File: config.mk
export PLATFORM = sky130hd
export DESIGN_NAME = fifo_uart_tx
export DESIGN_NICKNAME = d
export VERILOG_FILES = /design/src/rtl/uart_pkg.sv /design/src/rtl/baud_tick_gen.sv /design/src/rtl/fifo_uart_tx.sv
export SDC_FILE = /design/constraint.sdc
export NUM_CORES = 1
export LEC_CHECK = 0
export ABC_AREA = 1
export CAP_MARGIN = 30
export CORE_MARGIN = 5
export CORE_UTILIZATION = 45
export CTS_CLUSTER_SIZE = 10
export DETAILED_ROUTE_END_ITERATION = 10
export PLACE_DENSITY = 0.66
export SLEW_MARGIN = 10
export SYNTH_ARGS = -nofsm -noshare
export SYNTH_HDL_FRONTEND = slang
export SYNTH_SLANG_ARGS = --single-unit
export TNS_END_PERCENT = 30
File: constraint.sdc
create_clock -name clk -period 2.62 [get_ports clk]
set_input_delay 0.524 -clock clk [delete_from_list [all_inputs] [get_ports clk]]
set_output_delay 0.524 -clock clk [all_outputs]
set_load 0.02 [all_outputs]
File: src/rtl/uart_pkg.sv
// Shared definitions for the FIFO-drain UART transmitter: state encoding and line levels.
package uart_pkg;

  typedef enum logic [2:0] {
    IDLE   = 3'd0,
    POP    = 3'd1,
    LOAD   = 3'd2,
    START  = 3'd3,
    DATA   = 3'd4,
    PARITY = 3'd5,
    STOP   = 3'd6
  } uart_state_t;

  localparam logic UART_IDLE_LEVEL = 1'b1;
  localparam logic START_LEVEL     = 1'b0;

endpackage

File: src/rtl/baud_tick_gen.sv
// Bit-period counter: counts 0..CLKS_PER_BIT-1 and flags the terminal count as a one-cycle tick.
module baud_tick_gen
  import uart_pkg::*;
#(
  parameter int CLKS_PER_BIT = 868
) (
  input  logic clk,
  input  logic reset_n,
  input  logic clear,
  output logic tick
);

  localparam int CW = (CLKS_PER_BIT > 1) ? $clog2(CLKS_PER_BIT) : 1;
  localparam logic [CW-1:0] TERM = CW'(CLKS_PER_BIT - 1);

  logic [CW-1:0] cnt;

  always_ff @(posedge clk or negedge reset_n) begin
    if (!reset_n) begin
      cnt <= '0;
    end else if (clear || cnt == TERM) begin
      cnt <= '0;
    end else begin
      cnt <= cnt + 1'b1;
    end
  end

  assign tick = (cnt == TERM);

endmodule

File: src/rtl/fifo_uart_tx.sv
// Drains a registered-read FIFO and serializes each byte as an 8N1 frame (optional even parity).
module fifo_uart_tx
  import uart_pkg::*;
#(
  parameter int WIDTH        = 8,
  parameter int CLKS_PER_BIT = 868,
  parameter int PARITY_EN    = 0
) (
  input  logic             clk,
  input  logic             reset_n,
  input  logic             tx_enable,
  input  logic             fifo_empty,
  input  logic [WIDTH-1:0] fifo_data,
  output logic             fifo_read_en,
  output logic             tx,
  output logic             busy,
  output logic             frame_done
);

  localparam int BW = $clog2(WIDTH + 1);
  localparam logic [BW-1:0] LAST_BIT = BW'(WIDTH - 1);

  uart_state_t      state;
  logic [WIDTH-1:0] shreg;
  logic [WIDTH-1:0] shreg_nx;
  logic [BW-1:0]    bit_cnt;
  logic             parity_bit;
  logic             tick;
  logic             baud_clear;
  logic             can_pop;

  // Handshake: a pop is issued only when tx_enable && !fifo_empty are seen at the edge that
  // enters POP; the FIFO presents data_out one cycle later, which LOAD captures unconditionally.
  assign can_pop      = tx_enable && !fifo_empty;
  assign shreg_nx     = shreg >> 1;
  assign baud_clear   = (state == IDLE) || (state == POP) || (state == LOAD);
  assign fifo_read_en = (state == POP);
  assign busy         = (state != IDLE);
  assign frame_done   = (state == STOP) && tick;

  baud_tick_gen #(.CLKS_PER_BIT(CLKS_PER_BIT)) u_baud (
    .clk     (clk),
    .reset_n (reset_n),
    .clear   (baud_clear),
    .tick    (tick)
  );

  always_ff @(posedge clk or negedge reset_n) begin
    if (!reset_n) begin
      state      <= IDLE;
      shreg      <= '0;
      bit_cnt    <= '0;
      parity_bit <= 1'b0;
      tx         <= UART_IDLE_LEVEL;
    end else begin
      case (state)
        IDLE: begin
          tx <= UART_IDLE_LEVEL;
          if (can_pop) state <= POP;
        end
        POP: begin
          tx    <= UART_IDLE_LEVEL;
          state <= LOAD;
        end
        LOAD: begin
          shreg      <= fifo_data;
          parity_bit <= ^fifo_data;
          bit_cnt    <= '0;
          tx         <= START_LEVEL;
          state      <= START;
        end
        START: begin
          if (tick) begin
            tx    <= shreg[0];
            state <= DATA;
          end
        end
        DATA: begin
          if (tick) begin
            shreg <= shreg_nx;
            if (bit_cnt == LAST_BIT) begin
              bit_cnt <= '0;
              if (PARITY_EN != 0) begin
                tx    <= parity_bit;
                state <= PARITY;
              end else begin
                tx    <= UART_IDLE_LEVEL;
                state <= STOP;
              end
            end else begin
              bit_cnt <= bit_cnt + 1'b1;
              tx      <= shreg_nx[0];
            end
          end
        end
        PARITY: begin
          if (tick) begin
            tx    <= UART_IDLE_LEVEL;
            state <= STOP;
          end
        end
        STOP: begin
          tx <= UART_IDLE_LEVEL;
          // Back-to-back frames re-enter POP directly, leaving POP+LOAD as the only gap.
          if (tick) state <= can_pop ? POP : IDLE;
        end
        default: begin
          tx    <= UART_IDLE_LEVEL;
          state <= IDLE;
        end
      endcase
    end
  end

endmodule

# Word level (Yosys, flattened, before mapping)
# Cells that the tools add are included.
# totals
register_bits,26
input_bits,12
elab_cells,52
# op_classes
addsub,2
n_eq_ne,14
mux,19
n_reduce_logical,12
# op_table
cell,count
$pmux W3 S7,1
$mux W3,6
$pmux W8 S2,1
$ne A2 B2 Y1 const B,6
$add A10 B1 Y10 const B,1
$eq A10 B10 Y1 const B,1
$mux W10,1
$eq A3 B3 Y1 const B,3
$mux W4,2
$mux W8,1
$pmux W4 S2,1
$eq A3 B2 Y1 const B,2
$reduce_and A6 Y1,1
$mux W1,5
$add A4 B1 Y4 const B,1
$eq A4 B3 Y1 const B,1
$pmux W1 S4,1
$eq A3 B1 Y1 const B,1
$logic_not A3 Y1,1
$logic_or A1 B1 Y1,3
$reduce_and A3 Y1,1
$reduce_bool A3 Y1,1
$logic_and A1 B1 Y1,2
$reduce_and A2 Y1,1
other kinds (2),2

# Depth between registers and ports, before layout
# Gate-level depths: netlist of the first run.
# logic_depth
depth_word,5
ltp_mapped,9
ltp_nobuf,8

# Modules after synthesis
# A second synthesis of the first run with hierarchy kept.
# unflattened
cells_unflattened,213
hier_area_um2,1512.7
# by_module_without_submodules
module,n_inst,cells_per_inst,area_per_inst_um2,seq_area_each_um2
fifo_uart_tx,1,137,952.2,401.6
baud_tick_gen,1,76,560.5,250.2

# Worst setup path before layout of the first run
# Ideal clock, no wire load.
# synth_timing
kind,register -> output
startpoint,register u_baud.cnt[0]
endpoint,output port frame_done
arrival_ns,1.460
required_time_ns,2.096
path_slack_ns,0.636
path_stages_with_launch,6
cell_sequence,dfrtp_1 ha_1 inv_1 nor2_1 nand4_1 nor4_1
# synth_between
elab_chain_cells,2
# synth_rtl
element,line_no,source
from (decl),baud_tick_gen.sv:16,logic [CW-1:0] cnt;
from (signal assigned),baud_tick_gen.sv:24,cnt <= cnt + 1'b1;
$eq A10 B10 Y1,baud_tick_gen.sv:28,assign tick = (cnt == TERM);
$logic_and A1 B1 Y1,fifo_uart_tx.sv:39,assign frame_done = (state == STOP) && tick;
to (decl),fifo_uart_tx.sv:17,output logic frame_done
# Every way passes these cells.

# Worst setup path in the final report of the first run
# layout_timing
startpoint,register state[2]
endpoint,output port busy
# layout_between
elab_chain_cells,1
# layout_rtl
element,line_no,source
from (decl),fifo_uart_tx.sv:23,uart_state_t state;
from (signal assigned),fifo_uart_tx.sv:105,if (tick) state <= can_pop ? POP : IDLE;
$reduce_bool A3 Y1,fifo_uart_tx.sv:38,assign busy = (state != IDLE);
to (decl),fifo_uart_tx.sv:16,"output logic busy,"
# Every way passes these cells.

==> results.yml, run 1 <==
logic_synthesis:
  synth_top_flop_cell: "dfrtp_1"
  syn_inst: 212
  ys_top_cells_by_area: "dfrtp_1 40%, nand2_1 16%, nand3_1 8.6%, nor2_1 5.7%, inv_1 3.8%"
  ys_seq_area_share_pct: 41.4
  ys_warn_count: 0
  yosysUniqueCellTypes: 30
  synth_seq_cells: 26
  synth_edf_count: 0
  netlist_area_um2: 1580
  synth_common_cells: "68 x nand2_1, 27 x nand3_1, 25 x dfrtp_1"
  syn_area_per_cell_um2: 7.43
  yosysMostFrequentCell: "nand2_1"
  async_reset_ff_share_pct: 100
  synth_nets: 226
  yosysTopAreaCell: "dfrtp_1"
  synth_top_area_share_pct: 39.7
sta:
  setup_viol: 0
  fin_crit_sh_pct: 91.6
  final_max_slew_viol_count: 0
  worst_pin_slew_ns: 0.403
  fin_setup_tns_ns: 0
  clock-skew-final_ns: 0.00779
  grt_setup_unrepaired: "no"
  fmax_ghz: 0.417
  final_hold_viol_count: 0
  max_slew_margin_pct: 73.0
  hold_ws_ns: 0.513
  period_needed_ns: 2.40
place:
  hpwl_um: 2320
  gp_congestion: 0.829
  portBuffers: 15
floorplanning:
  fp.dieH_um: 69.2
  die_area_um2: 4780
  io_pins: 16
  initial_core_util_pct: 46.8
  dieWidth_um: 69.2
  core.rowCount: 21
  core_area_um2: 3360
global_route:
  grt-ovfl-total: 0
  grt_max_degree: 27
  grt_pass1_wl_um: 5690
  grt_pass1_vias: 1267
  globalRouteTotalUtil_pct: 14.3
  antenna_found_initial: 0
cts:
  h-tree-depth: 1
  clk_pin_slew_ns: 0.14
  insertion_delay_ns: 0.33
  cts_buffer_depth: 2
  cts_tree: "yes"
  cts_sinks: 26
  cts_hold_buf: 0
  cts-root-buf: "clkbuf_4"
  cts_made_buffers: 3
drt:
  vias_per_cell: 4.89
  ant_nets: 0
  drc: 0
  dr_total_vias: 1329
  totalWireLength_um: 3200
  dr.pass1.iters: 5
  avgRoutedWirePerCell_um: 11.7
  drtIter0Drc: 102
power:
  power.density_nw_per_um2: 357
  power.leakage_nw: 0.928
  vdd_drop_max_uv: 205
  totalPowerFinal_w: 0.000633
layout:
  syn_to_final_growth_pct: 12.4
  layout-drive-gt1-share_pct: 10.2
  fin_nets: 241
  n_fill_cell: 350
  diodes: 0
worst_setup_path:
  endpoint_kind: "primary output"
  crit_type: "flop to primary output"
  required_ns: 2.10
  worst-path-max-fanout: 8
  startpoint_type: "flop"
  cp.arrival_ns: 1.88
run:
  maxCapViolCount: 0
worst_hold_path:
  hp-class: "flop to flop"
outcome:
  status: "finished clean"
## what timing repair did
action / CTS / global route
endpoints found under the setup margin: 1 / 0
resized for setup: 1 / 0
hold endpoints to repair: 0 / 0
setup buffers: 0 / 0
## per-layer routing
metal / global-route usage [%] / routed length [µm] / vias to the layer above
met3: 3.34 / 111 / 5
li1: - / - / 708
met1: 19.2 / 1620 / 597
met4: 5.21 / 51 / 0
met5: 0 / 0 / -
met2: 22.4 / 1420 / 19
## cells by family (layout without fill, tap and decap cells)
logic type | count (synthesis) | count (layout) | synth area share [%]
xor gates and xnor gates | 4 | 4 | 2.22
AOI/OAI and AO/OA | 10 | 10 | 3.65
adders and majority gates | 2 | 2 | 1.59
and+or+nand+nor | 143 | 143 | 43.0
buffers and inverters | 27 | 41 | 8.18
DFF | 26 | 26 | 41.4
## layout make-up
cell class / instances / area, µm² / share of cell area, %
multi-input cells: 159 / 795 / 44.9
flip-flops and latches: 26 / 652 / 36.8
repair buffers: 17 / 164 / 9.26
inverters: 20 / 76.3 / 4.31
well taps: 46 / 57.6 / 3.25
clock buffers: 4 / 26.3 / 1.48
## sequential cells by signal, indices dropped and copies added, names as in the netlist
name	cells
u_baud.cnt	10
state	3
bit_cnt	4
tx	1
shreg	8
## critical path, stage by stage (launching register included)
cell and delay, ns:
dfrtp_1 0.57, clkinv_2 0.15, nand2_2 0.12, nor2_1 0.06, inv_1 0.05, clkdlybuf4s50_1 0.59
## per-stage QoR
stage / util [%] / setup WS [ns] / std cells / instance area [µm²]
floorplan: - / 0.636 / 212 / 1580
global placement: 51.9 / 0.395 / 268 / 1750
detailed placement: 51.9 / 0.348 / 268 / 1750
CTS: 52.6 / 0.212 / 272 / 1770
global route: 52.6 / 0.0705 / 272 / 1770
finish: 52.6 / 0.220 / 272 / 1770
## worst paths after layout
path / start / to / slack [ns] / cells past startpoint
worst min-delay path: tx$_DFFE_PN1P_ / tx$_DFFE_PN1P_ / 0.51 / 2
min in group asynchronous: reset_n / u_baud.cnt[2]$_DFF_PN0_ / 0.54 / 2
worst min register to register: tx$_DFFE_PN1P_ / tx$_DFFE_PN1P_ / 0.51 / 2
worst max register to register: u_baud.cnt[0]$_DFF_PN0_ / shreg[7]$_DFFE_PN0P_ / 0.97 / 6
worst max-delay path: state[2]$_DFFE_PN0P_ / busy / 0.22 / 5
max in group asynchronous: reset_n / tx$_DFFE_PN1P_ / 1.76 / 2
## cells in the final DEF (no fill, tap or decap), types with 3 or more instances in the layout
master | Yosys | routed
clkdlybuf4s50_1 | 0 | 14
o21ai_0 | 5 | 5
nand4_1 | 3 | 3
clkbuf_4 | 0 | 3
xor2_1 | 3 | 3
nand2_2 | 4 | 4
nand2_1 | 68 | 68
nand3_1 | 27 | 27
nor3_1 | 6 | 6
inv_2 | 3 | 3
dfrtp_1 | 25 | 25
nor2_1 | 24 | 24
inv_1 | 16 | 16
## power breakdown
part	total, W	internal [W]	leakage [nW]	switching (W)
registers	0.000411	0.000408	0.307	0.00000315
logic	0.0000383	0.0000213	0.606	0.0000170
clock network	0.000184	0.0000598	0.0150	0.000124
Power figures use the tool's default switching activity.
==> run 2: changes to the inputs <==
CORE_MARGIN = unset   (was 5)
PLACE_DENSITY = 0.68   (was 0.66)
SLEW_MARGIN = unset   (was 10)
==> run 2 against run 1 <==
Against the previous run:
- via count fell by 0.90%
- utilization rose by 0.71 points
- global-route usage up 4.3 points
- register-to-register slack improved by 0.04 ns
- maximum frequency is 0.91% higher
- clock power up 14%
- non-clock buffer count stayed put
- worst setup slack gained 0.022 ns
- critical path type unchanged
- final area increased by 0.57%
- combinational power fell by 2%
- critical path depth is the same
==> results.yml, run 2 (synthesis gave the netlist of run 1 again) <==
outcome:
  status: "finished clean"
power:
  power.density_nw_per_um2: 370
  vdd_drop_max_uv: 307
  power.leakage_nw: 0.934
sta:
  max_slew_margin_pct: 73.2
  final_max_slew_viol_count: 0
  fmax_ghz: 0.420
  fin_crit_sh_pct: 90.8
  final_hold_viol_count: 0
  fin_setup_tns_ns: 0
  worst_pin_slew_ns: 0.401
  setup_viol: 0
  period_needed_ns: 2.38
  clock-skew-final_ns: 0.0117
  grt_setup_unrepaired: "no"
global_route:
  grt_max_degree: 27
  grt_pass1_wl_um: 5110
  grt_pass1_vias: 1182
  antenna_found_initial: 0
  globalRouteTotalUtil_pct: 18.6
  grt-ovfl-total: 0
worst_hold_path:
  hp-class: "flop to flop"
floorplanning:
  initial_core_util_pct: 47.2
  io_pins: 16
  fp.dieH_um: 61.2
  dieWidth_um: 61.2
  core_area_um2: 3340
  die_area_um2: 3740
  core.rowCount: 21
cts:
  clk_pin_slew_ns: 0.15
  cts_setup_buffers: 0
  cts_made_buffers: 3
  cts_hold_buf: 0
  cts_tree: "yes"
  cts_buffer_depth: 2
  h-tree-depth: 1
  cts_sinks: 26
  cts-root-buf: "clkbuf_4"
  postCtsResizedCells: 1
  insertion_delay_ns: 0.33
place:
  gp_congestion: 0.792
  hpwl_um: 2230
  portBuffers: 15
layout:
  fin_nets: 241
  largestRegisters: "u_baud.cnt (10), shreg (8), bit_cnt (4)"
  largest_reg_flops: 10
  syn_to_final_growth_pct: 13.0
  final_util_pct: 53.4
  final_common_cell: "nand2_1"
  top_register: "u_baud.cnt"
  mostFrequentLayoutCells: "68 x nand2_1, 27 x nand3_1, 25 x dfrtp_1"
  diodes: 0
  layout-drive-gt1-share_pct: 10.6
drt:
  totalWireLength_um: 3040
  drc: 0
  dr_total_vias: 1317
  ant_nets: 0
  avgRoutedWirePerCell_um: 11.2
  dr.pass1.iters: 4
  vias_per_cell: 4.84
  drtIter0Drc: 77
worst_setup_path:
  crit_type: "flop to primary output"
  cp.arrival_ns: 1.85
  endpoint_kind: "primary output"
  worst-path-max-fanout: 8
  required_ns: 2.10
  startpoint_type: "flop"
run:
  maxCapViolCount: 0
## run 2: worst max-delay path, stage by stage (launching register included)
cell and delay, ns:
dfrtp_1 0.55, clkinv_2 0.15, nand2_2 0.12, nor2_1 0.06
inv_1 0.05, clkdlybuf4s50_1 0.58
## run 2: worst paths after layout
check | start | to | slack (ns) | depth (start not counted)
max | state[2]$_DFFE_PN0P_ | busy | 0.24 | 5
min | tx$_DFFE_PN1P_ | tx$_DFFE_PN1P_ | 0.51 | 2
max reg2reg | u_baud.cnt[0]$_DFF_PN0_ | shreg[2]$_DFFE_PN0P_ | 1.01 | 7
min reg2reg | tx$_DFFE_PN1P_ | tx$_DFFE_PN1P_ | 0.51 | 2
max in group asynchronous | reset_n | tx$_DFFE_PN1P_ | 1.79 | 2
min in group asynchronous | reset_n | state[1]$_DFFE_PN0P_ | 0.53 | 2
## run 2: metrics by stage
stage	hold WS [ns]	cells	setup WS, ns	total power (W)	cell area [µm²]
floorplan	0.228	212	0.636	0.000429	1580
global placement	0.490	268	0.393	0.000457	1750
detailed placement	0.492	268	0.365	0.000457	1750
CTS	0.522	272	0.233	0.000665	1780
global route	0.555	272	0.0980	0.000684	1780
finish	0.511	272	0.242	0.000658	1780
## run 2: power by group
part	internal, W	switching, W	leakage, nW
clock network	0.0000851	0.000124	0.0210
registers	0.000408	0.00000323	0.307
logic	0.0000213	0.0000164	0.606
## run 2: routing by layer
| layer | vias to the layer above | share of wire [%] | track usage (%) | routed length [µm] |
|---|---|---|---|---|
| met2 | 18 | 47 | 31.2 | 1440 |
| met3 | 2 | 2.8 | 3.78 | 85 |
| met4 | 0 | 0.69 | 3.90 | 21 |
| met5 | - | 0 | 0 | 0 |
| li1 | 704 | - | - | - |
| met1 | 593 | 49 | 25.0 | 1490 |
## run 2: area by class of cell
cell class                      instances  area (µm²)
Fill cell                             337        1560
Multi-Input combinational cell        159         795
Sequential cell                        26         652
Timing Repair Buffer                   17         164
Inverter                               20        76.3
Tap cell                               46        57.6
Clock buffer                            4        36.3
==> run 3: changes to the inputs <==
ABC_AREA = unset   (was 1)
PLACE_DENSITY = 0.71   (was 0.68)
RECOVER_POWER = 100   (was unset)
clock period = 2 ns   (was 2.62 ns; I/O delays follow)
==> run 3 against run 2 <==
Against the previous run:
- worst hold slack lost 0.015 ns
- register-to-register slack lost 0.91 ns
- utilization grew 4.9 points
- die area shrank 7.1%
- sequential share of layout area shrank 0.12 points
- largest power group unchanged
- highest routed layer unchanged
==> results.yml, run 3 <==
logic_synthesis:
  yosysUniqueCellTypes: 40
  synth_nets: 147
  yosysTopAreaCell: "dfrtp_1"
  synth_top_area_share_pct: 42.8
  ys_seq_area_share_pct: 44.6
  synth_edf_count: 0
  ys_warn_count: 0
  ys_top_cells_by_area: "dfrtp_1 43%, mux2_4 8.2%, mux2_2 5.4%, nor2_1 3.6%, xnor2_1 3.0%"
  synth_top_flop_cell: "dfrtp_1"
  async_reset_ff_share_pct: 100
  synth_common_cells: "25 x dfrtp_1, 14 x nor2_1, 8 x mux2_4, 8 x nand3_1, 7 x mux2_2"
  syn_area_per_cell_um2: 11.0
  yosysMostFrequentCell: "dfrtp_1"
  netlist_area_um2: 1460
  syn_inst: 133
  synth_seq_cells: 26
drt:
  dr.pass1.iters: 8
  vias_per_cell: 5.42
  drtIter0Drc: 108
  totalWireLength_um: 3080
  drc: 0
  ant_nets: 0
  dr_total_vias: 1150
  avgRoutedWirePerCell_um: 14.5
sta:
  max_slew_margin_pct: 6.37
  final_max_slew_viol_count: 0
  fin_setup_tns_ns: 0
  worst_pin_slew_ns: 1.40
  clock-skew-final_ns: 0.0173
  setup_viol: 0
  fmax_ghz: 0.500
  period_needed_ns: 2.00
  grt_setup_unrepaired: "yes"
  setup_slack_ns: 0.00139
  fin_crit_sh_pct: 99.9
  final_hold_viol_count: 0
layout:
  n_fill_cell: 271
  mostFrequentLayoutCells: "23 x dfrtp_1, 16 x buf_4, 14 x nor2_1"
  layout-drive-gt1-share_pct: 29.2
  top_register: "u_baud.cnt"
  diodes: 0
  final_common_cell: "dfrtp_1"
  largestRegisters: "u_baud.cnt (10), shreg (8), bit_cnt (4)"
  largest_reg_flops: 10
  fin_nets: 183
  fin_cells: 212
  syn_to_final_growth_pct: 22.8
  fin_area_um2: 1790
cts:
  h-tree-depth: 1
  cts_sinks: 26
  cts_setup_buffers: 0
  insertion_delay_ns: 0.34
  clk_pin_slew_ns: 0.15
  cts_buffer_depth: 2
  cts_tree: "yes"
  cts-root-buf: "clkbuf_4"
  cts_made_buffers: 3
  cts_hold_buf: 0
place:
  dpl.cell_count: 208
  hpwl_um: 2320
  portBuffers: 15
  pre_cts_ws_ns: -0.100
  gp_congestion: 0.857
  postPlaceCellArea_um2: 1800
floorplanning:
  core.rowCount: 20
  io_pins: 16
  fp.dieH_um: 59.0
  dieWidth_um: 59.0
  core_area_um2: 3080
  initial_core_util_pct: 47.4
  die_area_um2: 3480
run:
  maxCapViolCount: 0
worst_setup_path:
  slowest_delay_ns: 0.37
  startpoint_type: "flop"
  required_ns: 1.60
  worst-path-max-fanout: 3
  endpoint_kind: "primary output"
  crit_type: "flop to primary output"
  path_buf_inv: 1
  reg2regPathDepth: 5
  cp.arrival_ns: 1.60
  cp_top_family: "simple AND/OR/NAND/NOR gates"
  worstPathCellList: "ha_2 -> nor3b_4 -> nand4_1 -> nor3_1 -> buf_2"
  slowest_stage: "dfrtp_1"
  path_depth: 5
worst_hold_path:
  min_delay_path_depth: 1
  hp-class: "flop to flop"
global_route:
  grt_pass1_vias: 1150
  grt-ovfl-total: 0
  antenna_found_initial: 0
  globalRouteTotalUtil_pct: 20.9
  grt_max_degree: 27
  grt_pass1_wl_um: 5380
power:
  vdd_drop_max_uv: 487
  totalPowerFinal_w: 0.00169
  power.density_nw_per_um2: 943
  power.leakage_nw: 0.784
outcome:
  status: "finished clean"
## run 3: layout make-up
cell class              count  area, µm²  area share [%]
well taps                  44       55.1            3.07
flip-flops and latches     26        654            36.5
inverters                   3       11.3           0.628
clock buffers               4       26.3            1.47
repair buffers             35        279            15.6
multi-input cells         100        767            42.8
## run 3: per-layer routing
metal	vias to the layer above	wire (µm)	track usage [%]
li1	561	-	-
met1	556	1410	27.8
met2	28	1490	34.4
met3	5	122	1.98
met4	0	56	9.18
met5	-	0	0
## run 3: final timing paths
kind                                          endpoint                     from  slack, ns
min in group asynchronous         state[1]$_DFFE_PN0P_                  reset_n       0.89
worst max register to register    shreg[1]$_DFFE_PN0P_     state[2]$_DFFE_PN0P_       0.10
max in group asynchronous         state[0]$_DFFE_PN0P_                  reset_n       0.21
worst min-delay path            bit_cnt[3]$_DFFE_PN0P_   bit_cnt[3]$_DFFE_PN0P_       0.50
worst min register to register  bit_cnt[3]$_DFFE_PN0P_   bit_cnt[3]$_DFFE_PN0P_       0.50
worst max-delay path                        frame_done  u_baud.cnt[0]$_DFF_PN0_      0.001
## run 3: logic make-up (layout without fill, tap and decap cells)
logic type,after synthesis,after routing,share of synthesized area [%]
AND/OR/NAND/NOR,52,52,21.5
flip-flops,26,26,44.6
AO/OA/AOI/OAI,21,21,10.3
multiplexers,16,16,14.3
XOR/XNOR,8,8,4.80
buffers and inverters,7,42,2.06
adder cells (fa/ha/maj),3,3,2.40
## run 3: timing repair
item / 4_1_cts / 5_1_grt
endpoints found under the setup margin: 3 / 1
pin swaps: 1 / 0
gates resized for setup: 9 / 1
## run 3: worst reg2reg max path, delay by kind of cell, from the launching register on
family        cells  cell delay, ns
simple gates      1            0.29
mux               2            0.63
flops             1            0.39
buf+inv           2            0.49
## run 3: stage by stage
stage | util [%] | hold WS [ns]
6_report | 58.3 | 0.497
5_1_grt | 58.3 | 0.539
4_1_cts | 59.1 | 0.406
3_5_place_dp | 58.4 | 0.484
3_3_place_gp | 58.4 | 0.462
2_1_floorplan | - | 0.104
## run 3: power by group
group          total [W]  internal [W]  switching (W)
combinational   0.000656      0.000370       0.000286
clock           0.000239     0.0000784       0.000161
sequential      0.000795      0.000683       0.000113
total            0.00169       0.00113       0.000559
